## src/rtl/decode_stage.sv

```systemverilog
// RV32I decode pipeline stage: combinational decode of the fetched word, registered
// into an output slot backed by a one-entry skid slot so backpressure never drops a beat.
module decode_stage #(
  parameter int XLEN          = 32,
  parameter bit RESET_PC_ZERO = 1'b1
) (
  input  logic            clk,
  input  logic            rst_n,
  input  logic            flush,
  input  logic            in_valid,
  output logic            in_ready,
  input  logic [31:0]     in_instr,
  input  logic [XLEN-1:0] in_pc,
  output logic            out_valid,
  input  logic            out_ready,
  output logic [XLEN-1:0] out_pc,
  output logic [4:0]      rd_addr,
  output logic [4:0]      rs1_addr,
  output logic [4:0]      rs2_addr,
  output logic [2:0]      funct3,
  output logic [6:0]      funct7,
  output logic [10:0]     opclass,
  output logic [XLEN-1:0] imm,
  output logic            illegal
);

  typedef enum logic [3:0] {
    CL_R, CL_I, CL_IM, CL_S, CL_B, CL_JAL, CL_JALR, CL_LUI, CL_AUIPC, CL_FENCE, CL_SYSTEM
  } opclass_e;

  localparam logic [6:0] OP_R      = 7'b0110011;
  localparam logic [6:0] OP_I      = 7'b0010011;
  localparam logic [6:0] OP_IM     = 7'b0000011;
  localparam logic [6:0] OP_S      = 7'b0100011;
  localparam logic [6:0] OP_B      = 7'b1100011;
  localparam logic [6:0] OP_JAL    = 7'b1101111;
  localparam logic [6:0] OP_JALR   = 7'b1100111;
  localparam logic [6:0] OP_LUI    = 7'b0110111;
  localparam logic [6:0] OP_AUIPC  = 7'b0010111;
  localparam logic [6:0] OP_FENCE  = 7'b0001111;
  localparam logic [6:0] OP_SYSTEM = 7'b1110011;

  typedef struct packed {
    logic [XLEN-1:0] pc;
    logic [4:0]      rd;
    logic [4:0]      rs1;
    logic [4:0]      rs2;
    logic [2:0]      f3;
    logic [6:0]      f7;
    logic [10:0]     opc;
    logic [XLEN-1:0] imm;
    logic            ill;
  } payload_t;

  payload_t dec;
  payload_t out_q, out_d;
  payload_t skid_q, skid_d;
  logic     out_valid_q, out_valid_d;
  logic     skid_valid_q, skid_valid_d;
  logic     accept, move;

  // Immediates held as signed values so the width cast sign-extends to XLEN.
  logic signed [11:0] imm_i, imm_s;
  logic signed [12:0] imm_b;
  logic signed [31:0] imm_u;
  logic signed [20:0] imm_j;

  assign imm_i = in_instr[31:20];
  assign imm_s = {in_instr[31:25], in_instr[11:7]};
  assign imm_b = {in_instr[31], in_instr[7], in_instr[30:25], in_instr[11:8], 1'b0};
  assign imm_u = {in_instr[31:12], 12'b0};
  assign imm_j = {in_instr[31], in_instr[19:12], in_instr[20], in_instr[30:21], 1'b0};

  // NOTE: every field gets a default before the case, so no path leaves a latch.
  always_comb begin
    dec     = '0;
    dec.pc  = in_pc;
    dec.rd  = in_instr[11:7];
    dec.rs1 = in_instr[19:15];
    dec.rs2 = in_instr[24:20];
    dec.f3  = in_instr[14:12];
    dec.f7  = in_instr[31:25];
    case (in_instr[6:0])
      OP_R:      dec.opc[CL_R] = 1'b1;
      OP_I:      begin dec.opc[CL_I]      = 1'b1; dec.imm = XLEN'(imm_i); end
      OP_IM:     begin dec.opc[CL_IM]     = 1'b1; dec.imm = XLEN'(imm_i); end
      OP_S:      begin dec.opc[CL_S]      = 1'b1; dec.imm = XLEN'(imm_s); end
      OP_B:      begin dec.opc[CL_B]      = 1'b1; dec.imm = XLEN'(imm_b); end
      OP_JAL:    begin dec.opc[CL_JAL]    = 1'b1; dec.imm = XLEN'(imm_j); end
      OP_JALR:   begin dec.opc[CL_JALR]   = 1'b1; dec.imm = XLEN'(imm_i); end
      OP_LUI:    begin dec.opc[CL_LUI]    = 1'b1; dec.imm = XLEN'(imm_u); end
      OP_AUIPC:  begin dec.opc[CL_AUIPC]  = 1'b1; dec.imm = XLEN'(imm_u); end
      OP_FENCE:  dec.opc[CL_FENCE] = 1'b1;
      OP_SYSTEM: begin dec.opc[CL_SYSTEM] = 1'b1; dec.imm = XLEN'(imm_i); end
      // Every mapped opcode ends in 2'b11, so this also catches compressed encodings.
      default:   dec.ill = 1'b1;
    endcase
  end

  assign in_ready = !skid_valid_q && !flush;
  assign accept   = in_valid && in_ready;
  assign move     = !out_valid_q || out_ready;

  always_comb begin
    out_valid_d  = out_valid_q;
    skid_valid_d = skid_valid_q;
    out_d        = out_q;
    skid_d       = skid_q;
    if (flush) begin
      out_valid_d  = 1'b0;
      skid_valid_d = 1'b0;
    end else if (move && skid_valid_q) begin
      out_d        = skid_q;
      out_valid_d  = 1'b1;
      skid_valid_d = 1'b0;
    end else if (move) begin
      out_d        = dec;
      out_valid_d  = accept;
    end else if (accept) begin
      skid_d       = dec;
      skid_valid_d = 1'b1;
    end
  end

  // NOTE: sequential state uses non-blocking assignments only, so all registers sample together.
  always_ff @(posedge clk or negedge rst_n) begin
    if (!rst_n) begin
      out_valid_q  <= 1'b0;
      skid_valid_q <= 1'b0;
    end else begin
      out_valid_q  <= out_valid_d;
      skid_valid_q <= skid_valid_d;
    end
  end

  generate
    if (RESET_PC_ZERO) begin : g_data_rst
      always_ff @(posedge clk or negedge rst_n) begin
        if (!rst_n) begin
          out_q  <= '0;
          skid_q <= '0;
        end else begin
          out_q  <= out_d;
          skid_q <= skid_d;
        end
      end
    end else begin : g_data_norst
      // NOTE: payload registers may skip reset because the valids qualify them.
      always_ff @(posedge clk) begin
        out_q  <= out_d;
        skid_q <= skid_d;
      end
    end
  endgenerate

  assign out_valid = out_valid_q;
  assign out_pc    = out_q.pc;
  assign rd_addr   = out_q.rd;
  assign rs1_addr  = out_q.rs1;
  assign rs2_addr  = out_q.rs2;
  assign funct3    = out_q.f3;
  assign funct7    = out_q.f7;
  assign opclass   = out_q.opc;
  assign imm       = out_q.imm;
  assign illegal   = out_q.ill;

endmodule
```

## config.mk

```make
export PLATFORM = sky130hd
export DESIGN_NAME = decode_stage
export DESIGN_NICKNAME = d
export VERILOG_FILES = /design/src/rtl/decode_stage.sv
export SDC_FILE = /design/constraint.sdc
export NUM_CORES = 1
export LEC_CHECK = 0
export CORE_ASPECT_RATIO = 0.5
export CORE_MARGIN = 8
export CORE_UTILIZATION = 35
export CTS_CLUSTER_SIZE = 8
export DETAILED_ROUTE_END_ITERATION = 12
export DONT_BUFFER_PORTS = 1
export GPL_ROUTABILITY_DRIVEN = 0
export PLACE_DENSITY = 0.53
export SETUP_SLACK_MARGIN = 0.1
export SLEW_MARGIN = 5
export SYNTH_ARGS = -nofsm -noshare
export SYNTH_HDL_FRONTEND = slang
export SYNTH_SLANG_ARGS = --single-unit
```

## constraint.sdc

```tcl
create_clock -name clk -period 2 [get_ports clk]
set_input_delay 0.4 -clock clk [delete_from_list [all_inputs] [get_ports clk]]
set_output_delay 0.4 -clock clk [all_outputs]
set_load 0.01 [all_outputs]
```

-- Word-level counts from Yosys, hierarchy flattened
Index checks and enable logic that the tools add are counted.
- equality and inequality tests: 12
- muxes and demuxes: 22
- bitwise gates (word level): 3
- reductions and logical operators: 16
- operator list (cell ; number):
    $mux 101 ; 2
    $pmux 32 s5 ; 1
    $eq 7x7->1 const B ; 4
    $eq 7x6->1 const B ; 3
    $mux 1 ; 19
    $eq 7x5->1 const B ; 2
    $reduce_or 11->1 ; 1
    $eq 7x2->1 const B ; 1
    $eq 7x4->1 const B ; 1
    $reduce_bool 3->1 ; 2
    $reduce_and 2->1 ; 2
    $reduce_and 4->1 ; 1
    $reduce_or 4->1 ; 1
    $logic_and 1x1->1 ; 3
    $logic_not 1->1 ; 3
    $ne 3x2->1 const B ; 1
    $not 1->1 ; 3
    $reduce_bool 2->1 ; 1
    $reduce_or 2->1 ; 1
    $logic_or 1x1->1 ; 1
- register bits: 204
- output and inout port bits: 103
- word-level logic and storage cells: 73

-- Longest topological paths before layout
- word-level depth: 7
- mapped depth: 8

-- Least setup slack after synthesis
OpenSTA, ideal clock, no wires.
- kind: input-to-reg
- from: input port out_ready
- to: register out_q (netlist bit imm[24])
- setup time: 0.130 ns
- data arrival time: 1.364 ns
- required time: 1.870 ns
- setup slack: 0.506 ns
- stages on the path: 6
- buffers on the path: 2
- path through: nand2b_2 -> nand2b_1 -> buf_4 -> nor2_2 -> buf_2 -> a31oi_1
- word-level cells in the longest chain between the ends: 4
- elaborated cells on any way between the ends: 5
- classes of those cells: 1 x mux; 4 x reduce/logical
- ends and longest elaborated chain (item ; RTL line ; text):
    start: declaration ; 15 ; input logic out_ready,
    $logic_or 1x1->1 (*) ; 102 ; assign move = !out_valid_q || out_ready;
    $logic_and 1x1->1 ; 112 ; end else if (move && skid_valid_q) begin
    $reduce_bool 2->1 (no line) ; - ;
    $reduce_and 2->1 (no line) ; - ;
    end signal: assignment ; 143 ; out_q <= out_d;
    end: declaration ; 56 ; payload_t out_q, out_d;
Mark *: on every way between the ends. The rest lies on a longest branch, timed or not.
A chain may end at the register's enable or synchronous reset.

-- Final worst setup path
- from: register skid_valid_q
- to: output port in_ready
- word-level cells in the longest chain between the ends: 2
- ends and longest elaborated chain (item ; RTL line ; text):
    start: declaration ; 59 ; logic skid_valid_q, skid_valid_d;
    start signal: assignment ; 132 ; skid_valid_q <= skid_valid_d;
    $logic_not 1->1 ; 100 ; assign in_ready = !skid_valid_q && !flush;
    $logic_and 1x1->1 ; 100 ;
    end: declaration ; 11 ; output logic in_ready,
Every way passes these cells.

==> summary.md <==
| Metric | Value |
|---|---|
| Worst Reg-to-Reg Cells | 6 |
| P_sw | 0.002780 W |
| H-tree Lvls | 1 |
| Die area | 0.03114 mm² |
| DRT Wirelength | 28.42 mm |
| Syn_nets | 1,035 |
| P&R area growth vs syn | 20.41% |
| Core Region | 0.02514 mm² |
| Family with the most delay on the worst path | flip-flops |
| Share of cells above drive strength 1 | 0.08391 |
| CTS tree | built |
| Most frequent cells in the layout | nand2_1, dfrtp_1, o21ai_0 |
| Antenna violations before repair | 0 |
| Fin area | 0.01073 mm² |
| Peak VDD IR | 0.5707 mV |
| Max-slew violation count | 0 |
| Vias/cell | between 5 and 6 |
| Period Utilization, post-route | 0.9029 |
| Clock power frac | 0.415 |
| Main synth FF type | dfrtp_1 |
| Gr usage total | 0.1782 |
| Detailed Routing Iterations Pass 1 | 5 |
| Status | finished with violations |
| Worst Path Buf+Inv | 2 |
| Drt wl/cell | 20.95 µm |
| Largest net degree at the start of global routing | 205 |
| FFs w/ async S/R, synth | 1.000 |
| Starting Density | 0.3547 |
| Synth Area per Inst | 9.229 µm² |
| Slew headroom | 0.6617 |
| P_int | 0.007833 W |
| Post-synthesis sequential area ratio | 0.5726 |
| Synth area leader | dfrtp_1 |
| Seq cells post-synth | 204 |
| Post-synthesis cell area | 0.008915 mm² |
| Cell breakdown of the critical path | nor2_4, buf_4, buf_4 |
| Total number of yosys warnings | 0 |
| Skew-Pair Late Insertion Delay | 0.54 ns |
| Number of flops mapped to enable cells by yosys | 0 |
| Hold-fix buffers, CTS | 61 |
| Reg area | between 0.005 and 0.006 mm² |
| Fmax | 553.8 MHz |
| First-pass GRT wire length | 44.65 mm |
| LEAKAGE | 4.773 nW |
| Unrepaired setup endpoints after global routing | no |
| CTS sink count | 204 |
| Flop pwr share | 0.492 |
| Top cell by count, worst path | buf_4 |
| WP data arrival | ~1.4 ns |
| IO Pins | roughly 170 |
| Multi-input logic area | 0.003460 mm² |
| Root buf cell | clkbuf_16 |
| Vias in the first global route | 7,404 |
| HP Class | primary input to asynchronous set/reset pin |
| Setup tns final | 0 ns |
| Critical path depth | 3 |
| DRC | 0 |
| Synth area leaders | dfrtp_1, nand2_1, o21ai_0, o22ai_1, buf_2 |
| Setup violations, final | 0 |
| Clock transition at path regs | 0.05 ns |
| CP peak stage delay | 0.46 ns |
| Combinational share of power | 0.093 |
| Crit Path Max Fanout | 6 |
| Final ANT Viol Nets | 0 |
| Die width | 241.7 µm |
| Worst Path Required | 1.60 ns |
| Net Sw Frac | 0.2620 |
| DRT iter0 DRCs | 668 |
| Pwr per Cell Area | between 900 and 1000 mW/mm² |
| CP Class | register to output port |
| Vias | between 7,000 and 8,000 |
| Overflow after GRT | 0 |
| CP endpoint kind | output port |
| Synth top area share | 0.5726 |
| Row count | 41 |
| DP Area | 0.009350 mm² |
| Clock Tree Buf Depth | 3 |
| Cell count after synthesis | 966 |
| Final worst path period need | 1.806 ns |
| Slew @ Worst Pin | 0.5074 ns |
| Min Hold Slack | -0.4388 ns |
| Slowest CP cell | dfrtp_2 |
| Nets@finish | 1,082 |
| Total CTS buffers | 29 |
| Die Ht | 128.9 µm |
| Post-DP HPWL | 17.90 mm |
| Commonest non-fill, non-tap cell in the layout | nand2_1 |
| IO Port Bufs | 0 |
| Failing checks | negative hold slack |
| Count of cell types in the netlist | 53 |
| # diodes | 0 |
| Clock Skew | 0.008736 ns |
| Worst setup SP type | register |
| Hold Fails Final Rpt | 204 |
| Max Cap Viol | 0 |
| Filler cells | 2,445 |
final timing paths:
check	startpoint	to	slack [ns]
worst min register to register	skid_q[34]$_DFFE_PN0P_	skid_q[34]$_DFFE_PN0P_	0.47
worst min-delay path	rst_n	skid_q[76]$_DFFE_PN0P_	-0.44
worst max register to register	out_valid$_DFFE_PN0P_	out_pc[15]$_DFFE_PN0P_	0.25
max in group asynchronous	rst_n	skid_q[52]$_DFFE_PN0P_	2.06
min in group clk	in_instr[5]	skid_q[40]$_DFFE_PN0P_	0.04
worst max-delay path	skid_valid_q$_DFFE_PN0P_	in_ready	0.19
timing repair:
item,4_1_cts,5_1_grt
gates resized for setup,1,0
setup endpoints to repair,1,1
endpoints found under the hold margin,272,204
pin swaps,1,1
setup buffers,0,1
flip-flops by register name, summed over array words and instances, names as in the netlist:
name / cells
funct7: 7
skid_q: 101
funct3: 3
rs1_addr: 5
imm: 32
out_pc: 32
skid_valid_q: 1
rd_addr: 5
illegal: 1
rs2_addr: 5
opclass: 11
out_valid: 1
cell type report:
type	instances	share of cell area
clock buffers	29	0.06761
multi-input cells	679	0.3223
inverters	6	0.002098
well taps	344	0.04010
flip-flops and latches	204	0.4757
repair buffers	93	0.08859
clock inverters	2	0.003613
cells by family after synthesis:
family / count (synthesis) / share of synthesized area
AOI/OAI and AO/OA: 264 / 0.1825
buffers and inverters: 83 / 0.04295
DFF: 204 / 0.5726
and+or+nand+nor: 415 / 0.2020
per-layer routing:
metal  share of wire  vias up  global-route usage
met2            0.46      282              0.2792
li1                -     3446                   -
met5               0        -                   0
met4           0.018        0             0.04271
met1            0.45     3727              0.2465
met3           0.075       37             0.04489
synthesized netlist by cell type, types with 3 or more instances:
master and number:
o22ai_1 61, a21oi_1 30, a22o_1 6, o221ai_1 14, nor3_2 3, clkbuf_1 22
dfrtp_1 204, nor3_1 29, buf_4 5, and2_1 3, a21oi_2 3, a211oi_1 8
buf_1 8, o21a_1 3, nand2b_1 3, nor2b_1 19, or3b_1 3, buf_2 42
nand3_1 7, nand2_1 295, o31ai_1 4, nor2_1 32, o21ai_0 86, a31oi_1 32
a221oi_1 5, inv_1 5, a21o_1 3
worst reg2reg max path, cell delays in order, from the launching register on:
cell     delay [ns]
dfrtp_1        0.43
nor2b_2        0.20
buf_4          0.19
nor2_4         0.13
buf_12         0.27
o22ai_1        0.24
o21ai_0        0.19
through the flow:
step,total power [W],utilization,worst slack (ns),cells,hold WS [ns]
2_1_floorplan,0.005862,-,0.5059,966,0.1044
3_3_place_gp,0.006121,0.3720,0.3297,1264,0.1114
3_5_place_dp,0.006172,0.3720,0.2876,1264,0.1129
4_1_cts,0.01074,0.4267,0.1034,1356,-0.4686
5_1_grt,0.01112,0.4270,0.1308,1357,-0.4679
6_report,0.01061,0.4270,0.1942,1357,-0.4388
power groups by stage:
stage	clock [W]	sequential, W	combinational, W
after floorplan	0	0.00515	0.000715
after global placement	0	0.00528	0.000845
after detailed placement	0	0.00529	0.000878
after CTS	0.00452	0.00523	0.000992
after global routing	0.00469	0.00529	0.00114
final	0.00440	0.00522	0.000990
Power figures use the tool's default switching activity.
